==> src/rtl/fp_pkg.sv <==
// Shared definitions for the pipelined floating-point add/sub unit:
// default field widths, special-case tags, flag indices and the qNaN pattern.
package fp_pkg;

    localparam int FP_EXP_W    = 8;
    localparam int FP_MAN_W    = 23;
    localparam int FP_W        = 1 + FP_EXP_W + FP_MAN_W;
    localparam int FP_SIGN_BIT = FP_W - 1;
    localparam int FP_EXP_LSB  = FP_MAN_W;
    localparam int FP_EXP_MSB  = FP_W - 2;

    // Special-case outcome decided during alignment and carried down the pipe
    typedef enum logic [1:0] {
        TAG_NORMAL,
        TAG_ZERO,
        TAG_INF,
        TAG_QNAN
    } fp_tag_e;

    // Bit positions inside flags_o = {invalid, overflow, underflow, inexact}
    localparam int FLG_INX = 0;
    localparam int FLG_UDF = 1;
    localparam int FLG_OVF = 2;
    localparam int FLG_INV = 3;
    localparam int FLG_W   = 4;

    // Canonical quiet NaN: sign 0, exponent all ones, only the mantissa MSB set
    function automatic logic [63:0] fp_qnan(input int exp_w, input int man_w);
        logic [63:0] v;
        v = '0;
        for (int i = 0; i < exp_w; i++) v[man_w + i] = 1'b1;
        v[man_w - 1] = 1'b1;
        return v;
    endfunction

endpackage

==> src/rtl/fp_addsub_pipe_lzc.sv <==
// Leading-zero counter; an all-zero input reports IN_W.
module fp_lzc #(
    parameter  int IN_W  = 28,
    localparam int CNT_W = $clog2(IN_W + 1)
) (
    input  logic [IN_W-1:0]  i_data,
    output logic [CNT_W-1:0] o_cnt
);

    // Scan upward so the highest set bit is the last one to win
    always_comb begin
        o_cnt = CNT_W'(IN_W);
        for (int i = 0; i < IN_W; i++) begin
            if (i_data[i]) o_cnt = CNT_W'(IN_W - 1 - i);
        end
    end

endmodule

==> src/rtl/fp_addsub_pipe.sv <==
// Three-stage floating-point add/sub: align, add, normalise/round/pack.
// One global enable stalls every stage when the output is held.
module fp_addsub_pipe
    import fp_pkg::*;
#(
    parameter int EXP_W = FP_EXP_W,
    parameter int MAN_W = FP_MAN_W
) (
    input  logic                     clk,
    input  logic                     rst,
    input  logic                     valid_i,
    output logic                     ready_o,
    input  logic [EXP_W+MAN_W:0]     data_iA,
    input  logic [EXP_W+MAN_W:0]     data_iB,
    input  logic                     AddSub_Sel,
    output logic                     valid_o,
    input  logic                     ready_i,
    output logic [EXP_W+MAN_W:0]     data_o,
    output logic [FLG_W-1:0]         flags_o
);

    localparam int W      = 1 + EXP_W + MAN_W;
    localparam int SW     = MAN_W + 1;            // significand incl. hidden bit
    localparam int AW     = MAN_W + 4;            // plus guard/round/sticky
    localparam int NW     = MAN_W + 5;            // plus carry
    localparam int CW     = $clog2(NW + 1);
    localparam int XW     = EXP_W + 2;            // exponent workspace, two's complement
    localparam int STAGES = 3;
    localparam logic [EXP_W-1:0] EXP_MAX = '1;
    localparam logic [EXP_W-1:0] SH_MAX  = EXP_W'(MAN_W + 3);
    localparam logic [W-1:0]     QNAN    = W'(fp_qnan(EXP_W, MAN_W));

    logic w_en, w_acc;
    logic [STAGES:1] r_vld_pipe;

    assign w_en    = ~valid_o | ready_i;
    assign ready_o = w_en;
    assign w_acc   = valid_i & w_en;
    assign valid_o = r_vld_pipe[STAGES];

    // ---------------- stage 1: classify, swap, align ----------------
    logic             w_sa, w_sb, w_a_ge;
    logic [EXP_W-1:0] w_ea, w_eb, w_big_e, w_small_e, w_diff;
    logic [MAN_W-1:0] w_ma, w_mb, w_big_m, w_small_m;
    logic             w_a_zero, w_b_zero, w_a_inf, w_b_inf, w_a_nan, w_b_nan;
    logic [SW-1:0]    w_big_sig, w_small_sig;
    logic [AW-1:0]    w_ext, w_small_al;
    fp_tag_e          w_tag;
    logic             w_s1_sign, w_s1_inv;

    assign w_sa     = data_iA[W-1];
    assign w_ea     = data_iA[W-2 -: EXP_W];
    assign w_ma     = data_iA[MAN_W-1:0];
    assign w_sb     = data_iB[W-1] ^ AddSub_Sel;
    assign w_eb     = data_iB[W-2 -: EXP_W];
    assign w_mb     = data_iB[MAN_W-1:0];
    assign w_a_zero = (w_ea == '0);
    assign w_b_zero = (w_eb == '0);
    assign w_a_inf  = (w_ea == EXP_MAX) && (w_ma == '0);
    assign w_b_inf  = (w_eb == EXP_MAX) && (w_mb == '0);
    assign w_a_nan  = (w_ea == EXP_MAX) && (w_ma != '0);
    assign w_b_nan  = (w_eb == EXP_MAX) && (w_mb != '0);

    // Order operands by magnitude, shift the smaller one keeping a sticky bit,
    // and decide special-value outcomes up front
    always_comb begin
        w_a_ge      = {w_ea, w_ma} >= {w_eb, w_mb};
        w_big_e     = w_a_ge ? w_ea : w_eb;
        w_big_m     = w_a_ge ? w_ma : w_mb;
        w_small_e   = w_a_ge ? w_eb : w_ea;
        w_small_m   = w_a_ge ? w_mb : w_ma;
        // exponent 0 means flushed to zero: no hidden bit, mantissa ignored
        w_big_sig   = (w_big_e == '0)   ? '0 : {1'b1, w_big_m};
        w_small_sig = (w_small_e == '0) ? '0 : {1'b1, w_small_m};
        w_diff      = w_big_e - w_small_e;
        w_ext       = {w_small_sig, 3'b000};
        if (w_diff >= SH_MAX)
            w_small_al = {{(AW-1){1'b0}}, |w_ext};
        else
            w_small_al = (w_ext >> w_diff) | AW'(|(w_ext & ~({AW{1'b1}} << w_diff)));

        w_tag     = TAG_NORMAL;
        w_s1_sign = w_a_ge ? w_sa : w_sb;
        w_s1_inv  = 1'b0;
        if (w_a_nan || w_b_nan) begin
            w_tag    = TAG_QNAN;
            w_s1_inv = (w_a_nan & ~w_ma[MAN_W-1]) | (w_b_nan & ~w_mb[MAN_W-1]);
        end else if (w_a_inf && w_b_inf) begin
            w_tag     = (w_sa != w_sb) ? TAG_QNAN : TAG_INF;
            w_s1_inv  = (w_sa != w_sb);
            w_s1_sign = w_sa;
        end else if (w_a_inf) begin
            w_tag     = TAG_INF;
            w_s1_sign = w_sa;
        end else if (w_b_inf) begin
            w_tag     = TAG_INF;
            w_s1_sign = w_sb;
        end else if (w_a_zero && w_b_zero) begin
            w_tag     = TAG_ZERO;
            w_s1_sign = w_sa & w_sb;
        end
    end

    fp_tag_e          r_s1_tag;
    logic             r_s1_sign, r_s1_inv, r_s1_sub;
    logic [EXP_W-1:0] r_s1_exp;
    logic [AW-1:0]    r_s1_big, r_s1_small;

    // Valid bits advance as a shift register; reset clears every slot
    always_ff @(posedge clk) begin
        if (rst)       r_vld_pipe <= '0;
        else if (w_en) r_vld_pipe <= {r_vld_pipe[STAGES-1:1], w_acc};
    end

    // Stage-1 register bank
    always_ff @(posedge clk) begin
        if (w_en) begin
            r_s1_tag   <= w_tag;
            r_s1_sign  <= w_s1_sign;
            r_s1_inv   <= w_s1_inv;
            r_s1_sub   <= w_sa ^ w_sb;
            r_s1_exp   <= w_big_e;
            r_s1_big   <= {w_big_sig, 3'b000};
            r_s1_small <= w_small_al;
        end
    end

    // ---------------- stage 2: magnitude add/subtract ----------------
    logic [NW-1:0] w_sum;
    assign w_sum = r_s1_sub ? ({1'b0, r_s1_big} - {1'b0, r_s1_small})
                            : ({1'b0, r_s1_big} + {1'b0, r_s1_small});

    fp_tag_e          r_s2_tag;
    logic             r_s2_sign, r_s2_inv;
    logic [EXP_W-1:0] r_s2_exp;
    logic [NW-1:0]    r_s2_sum;

    // Stage-2 register bank
    always_ff @(posedge clk) begin
        if (w_en) begin
            r_s2_tag  <= r_s1_tag;
            r_s2_sign <= r_s1_sign;
            r_s2_inv  <= r_s1_inv;
            r_s2_exp  <= r_s1_exp;
            r_s2_sum  <= w_sum;
        end
    end

    // ---------------- stage 3: normalise, round, pack ----------------
    logic [CW-1:0]    w_lz, w_lzm1;
    logic [NW-2:0]    w_shl, w_norm;
    logic [XW-1:0]    w_exp_x, w_e_norm, w_e_fin;
    logic             w_up, w_grs_nz;
    logic [SW:0]      w_mant_r;
    logic [MAN_W-1:0] w_frac;
    logic [W-1:0]     w_res;
    logic [FLG_W-1:0] w_flg;

    fp_lzc #(.IN_W(NW)) u_lzc (
        .i_data (r_s2_sum),
        .o_cnt  (w_lz)
    );

    // Hidden bit lands at the top of w_norm; carry-out shifts right, otherwise
    // shift left past the leading zeros above the hidden-bit position
    always_comb begin
        w_exp_x = {2'b00, r_s2_exp};
        w_lzm1  = w_lz - 1'b1;
        w_shl   = (NW-1)'(r_s2_sum << w_lzm1);
        if (r_s2_sum[NW-1]) begin
            w_norm   = {r_s2_sum[NW-1:2], r_s2_sum[1] | r_s2_sum[0]};
            w_e_norm = w_exp_x + XW'(1);
        end else begin
            w_norm   = w_shl;
            w_e_norm = w_exp_x - XW'(w_lzm1);
        end
        w_grs_nz = |w_norm[2:0];
        w_up     = w_norm[2] & (w_norm[1] | w_norm[0] | w_norm[3]);
        w_mant_r = {1'b0, w_norm[AW-1:3]} + (SW+1)'(w_up);
        if (w_mant_r[SW]) begin
            w_frac  = w_mant_r[MAN_W:1];
            w_e_fin = w_e_norm + XW'(1);
        end else begin
            w_frac  = w_mant_r[MAN_W-1:0];
            w_e_fin = w_e_norm;
        end

        w_res = {r_s2_sign, w_e_fin[EXP_W-1:0], w_frac};
        w_flg = '0;
        w_flg[FLG_INX] = w_grs_nz;
        case (r_s2_tag)
            TAG_QNAN: begin
                w_res = QNAN;
                w_flg = '0;
                w_flg[FLG_INV] = r_s2_inv;
            end
            TAG_INF: begin
                w_res = {r_s2_sign, EXP_MAX, {MAN_W{1'b0}}};
                w_flg = '0;
            end
            TAG_ZERO: begin
                w_res = {r_s2_sign, {(W-1){1'b0}}};
                w_flg = '0;
            end
            default: begin
                if (r_s2_sum == '0) begin
                    // exact cancellation always yields +0
                    w_res = '0;
                    w_flg = '0;
                end else if (!w_e_fin[XW-1] && (w_e_fin[XW-2:0] >= (XW-1)'(EXP_MAX))) begin
                    w_res = {r_s2_sign, EXP_MAX, {MAN_W{1'b0}}};
                    w_flg[FLG_OVF] = 1'b1;
                    w_flg[FLG_INX] = 1'b1;
                end else if (w_e_fin[XW-1] || (w_e_fin == '0)) begin
                    w_res = {r_s2_sign, {(W-1){1'b0}}};
                    w_flg[FLG_UDF] = 1'b1;
                    w_flg[FLG_INX] = 1'b1;
                end
            end
        endcase
    end

    // Output register bank; holds while the consumer stalls
    always_ff @(posedge clk) begin
        if (rst) begin
            data_o  <= '0;
            flags_o <= '0;
        end else if (w_en) begin
            data_o  <= w_res;
            flags_o <= w_flg;
        end
    end

endmodule
==> config.mk <==
export PLATFORM = sky130hd
export DESIGN_NAME = fp_addsub_pipe
export DESIGN_NICKNAME = d
export VERILOG_FILES = /design/src/rtl/fp_pkg.sv /design/src/rtl/fp_addsub_pipe_lzc.sv /design/src/rtl/fp_addsub_pipe.sv
export SDC_FILE = /design/constraint.sdc
export NUM_CORES = 1
export LEC_CHECK = 0
export CORE_MARGIN = 2
export CORE_UTILIZATION = 45
export CTS_CLUSTER_DIAMETER = 50
export DETAILED_ROUTE_END_ITERATION = 8
export DONT_BUFFER_PORTS = 1
export HOLD_SLACK_MARGIN = 0.05
export PLACE_DENSITY_LB_ADDON = 0.05
export SETUP_SLACK_MARGIN = 0.5
export SLEW_MARGIN = 20
export SYNTH_ARGS = -nofsm -noshare
export SYNTH_HDL_FRONTEND = slang
export SYNTH_SLANG_ARGS = --single-unit
==> constraint.sdc <==
create_clock -name clk -period 13.4 [get_ports clk]
set_input_delay 2.68 -clock clk [delete_from_list [all_inputs] [get_ports clk]]
set_output_delay 2.68 -clock clk [all_outputs]
set_load 0.02 [all_outputs]
==> impl_results.md <==
* Status: complete, no violations
* Number of synthesized flops with an enable pin at 104
* Slew HR at 0.2330
* Top cells by area in the synthesized netlist: edfxtp_1 22%, ha_1 7.9%, dfxtp_1 5.4%
* Crit path kind: reg2reg
* GP Congestion at slightly above 1
* Slew @ Worst Pin at between 1 and 1.5 ns
* Unique masters post-synth at 98
* Clock transition at path regs at about 0.080 ns
* Hold buffers post-CTS at 0
* Register area share after synthesis at 0.2702
* Mapped Area at 14450 um^2
* Clock power frac at 0.148
* Post-DR wirelength/cell at roughly 24 um
* H-Tree Depth at 4
* Drt total wl at 51.96 mm
* Leak pwr at about 6.0 nW
* # diodes at 0
* Synth Area in Adders at 0.08295
* Synth Area in XOR/XNOR at 0.04070
* Dpl hpwl at around 41 mm
* Initial Util at 0.4579
* Non-filler instance count after layout at around 2.1k
* Final instance area at about 15000 um^2
* Main combinational cell family by area after synthesis: compound AO/OA/AOI/OAI gates
* Max FO, Critical Path at 41
* NetSw at about 1.6 mW
* GRT Util Overall at 0.3091
* Average cell area after synthesis at 8.077 um^2
* Peak supply drop at 0.0001079 V
* Mux share of post-synthesis cell area at 0.07507
* Req. time, crit path at 13.78 ns
* Setup violators final at 0
* Final clock skew at around 0.018 ns
* Post-Synthesis Net Count at just under 2k
* Simple-gate portion of the synthesized area at 0.2301
* Fraction of layout cells with a size suffix above 1 at 0.07122
* Clk_lat worst skew at 0.44 ns
* Register bit count reported by yosys at 143
* RSZ-0062 raised after global routing: no
* Reg power frac at 0.238
* Max Cap Viol at 0
* Yosys Warn Count at 0
* Clock Sinks at approximately 140
* Row Count at 65
* CTS tree: done
* Total I/O pin count at about 110
* Total Die Area at about 34000 um^2
* Internal at 1.579 mW
* Max Clk Rate at between 0.1 and 0.15 GHz
* Antenna violations before repair at 0
* Post-route DRC at 0
* Fin crit period at 8.360 ns
* Main flop type after synthesis: edfxtp_1
* Post-CTS Setup Repair Bufs at 0
* Die Height at 183.2 um
* Net Sw Frac at 0.5066
* Via-to-Cell Ratio at ~6.5
* Port bufs at 0
* PwrDens at ~210 nW/um^2
* Layout Area Growth over Synthesis at 5.680%
* Gates resized, CTS repair at 0
* Crit path arrival time at about 9 ns
* First-pass GRT wire length at approximately 80 mm
* CP endpoint kind: flop
* Synthesized instance count at around 1.8k
* Vias in the first global route at 13.33k
* CTS root buf: clkbuf_16
* Post-layout net count at 1890
* Slew Viols, Final at 0
* Synth Area in Compound Gates at 0.2394
* TritonCTS Buffers at 17
* Logic pwr share at 0.614
* GRT Residual Overflow at 0
* Most common cell after layout, fill and taps aside: nand2_1
* Initial DRC count at approximately 1.2k
* Post-DRT Antenna Nets at 0
* Post-Place Cells at 2111
* Area after DPL at around 15000 um^2
* Max Buffers Root-to-Sink at 2
* Final hold vios at 0
* Via count at 13.91k
* Most frequent cells in the layout: 205 x nand2_1, 136 x nor2_1, 131 x a21oi_1, 106 x inv_1, 104 x edfxtp_1
* Largest area contributor in the netlist: edfxtp_1
* Largest net degree at the start of global routing at 73
* Pre-Repair DR Iteration Count at 5
* Yosys top cell area share at 0.2161
* Setup TNS at 0 ns
* CORE AREA at about 32000 um^2
* Min-delay worst type: reg2reg
* Launching element type of the critical path: flop
* Final period utilization at 0.6239
* Die Wd at about 180 um
* Post-synthesis async set-or-reset flop share at 0
[sequential cells by signal (all words and copies together), names as in the netlist]
signal      flops
data_o         32
r_s2_inv        1
r_s1_tag        2
r_s1_big       24
r_s2_exp        8
r_s2_tag        2
r_s1_inv        1
r_s2_sum       28
r_s1_sub        1
r_vld_pipe      3
r_s1_sign       1
r_s2_sign       1
r_s1_small     27
flags_o         4
r_s1_exp        8
[area by class of cell]
cell class / count / area, um^2
Inverter: 112 / 424.2
Clock buffer: 18 / 450.4
Multi-Input combinational cell: 1431 / 9682
Clock inverter: 14 / 135.1
Fill cell: 3117 / 16280
Tap cell: 402 / 503.0
Timing Repair Buffer: 23 / 172.7
Sequential cell: 143 / 3904
[power groups by stage]
stage,Clock [mW],Sequential (mW),Combinational (mW)
6_report,0.474,0.762,1.97
5_1_grt,0.506,0.773,2.12
4_1_cts,0.483,0.758,1.92
3_5_place_dp,0,0.768,1.91
3_3_place_gp,0,0.764,1.92
2_1_floorplan,0,0.676,1.48
[cells by family after synthesis]
group	Yosys count
AOI/OAI and AO/OA	515
xor gates and xnor gates	65
adders and majority gates	95
buffers and inverters	215
DFF	143
muxes	89
and+or+nand+nor	667
[through the flow]
step	hold WS, ns	util	setup slack (ns)	power (mW)
after floorplan	0.4003	-	4.691	2.160
after global placement	0.4040	0.4653	4.655	2.685
after detailed placement	0.4054	0.4654	4.872	2.682
after CTS	0.4164	0.4839	5.072	3.164
after global routing	0.4362	0.4839	4.389	3.400
final	0.4161	0.4839	5.040	3.201
[layer usage]
layer  vias up  global-route usage  share of wire
met5         -                   0              0
met4         0              0.1632          0.054
met3       132             0.04786          0.053
met2       507              0.5521           0.50
met1      6690              0.3560           0.40
li1       6577                   -              -
[critical path: stages, from the launching register on]
cell	delay, ns
edfxtp_1	0.35
buf_4	0.28
nor4_4	0.41
nand3_1	0.25
o21ai_4	0.59
inv_2	0.41
ha_1	0.41
xnor2_4	0.69
clkinv_2	0.57
ha_1	0.49
nor2b_1	0.14
o21ai_0	0.19
nand2b_1	0.12
and3_1	0.20
o31ai_1	0.27
xnor2_1	0.20
nor3b_1	0.46
nand3b_1	0.22
xnor2_1	0.17
and3_1	0.20
or4_4	0.49
nand2_2	0.13
and4_1	0.75
a32o_1	0.27
[worst paths after layout]
check / startpoint / slack [ns] / endpoint / cells past startpoint
max: r_s2_sum[27] / 5.04 / data_o[11] / 23
min: r_s1_sign / 0.42 / r_s2_sign / 0
max reg2reg: r_s2_sum[27] / 5.04 / data_o[11] / 23
min reg2reg: r_s1_sign / 0.42 / r_s2_sign / 0
[cells in the mapped netlist (all sizes together), types with 16 or more instances]
master / instances
nand2: 208
nor2: 137
a21oi: 131
inv: 109
edfxtp: 104
o21ai: 104
ha: 91
clkbuf: 83
mux2i: 60
nor3: 54
nand3: 47
nor4: 43
xnor2: 41
dfxtp: 39
nand4: 28
a31oi: 27
xor2: 24
a211oi: 23
nand2b: 22
nor2b: 22
o31ai: 21
buf: 20
o211ai: 20
and3: 19
or3: 17
a21o: 16
a22o: 16
No activity file was read; power rests on OpenSTA's default activity.
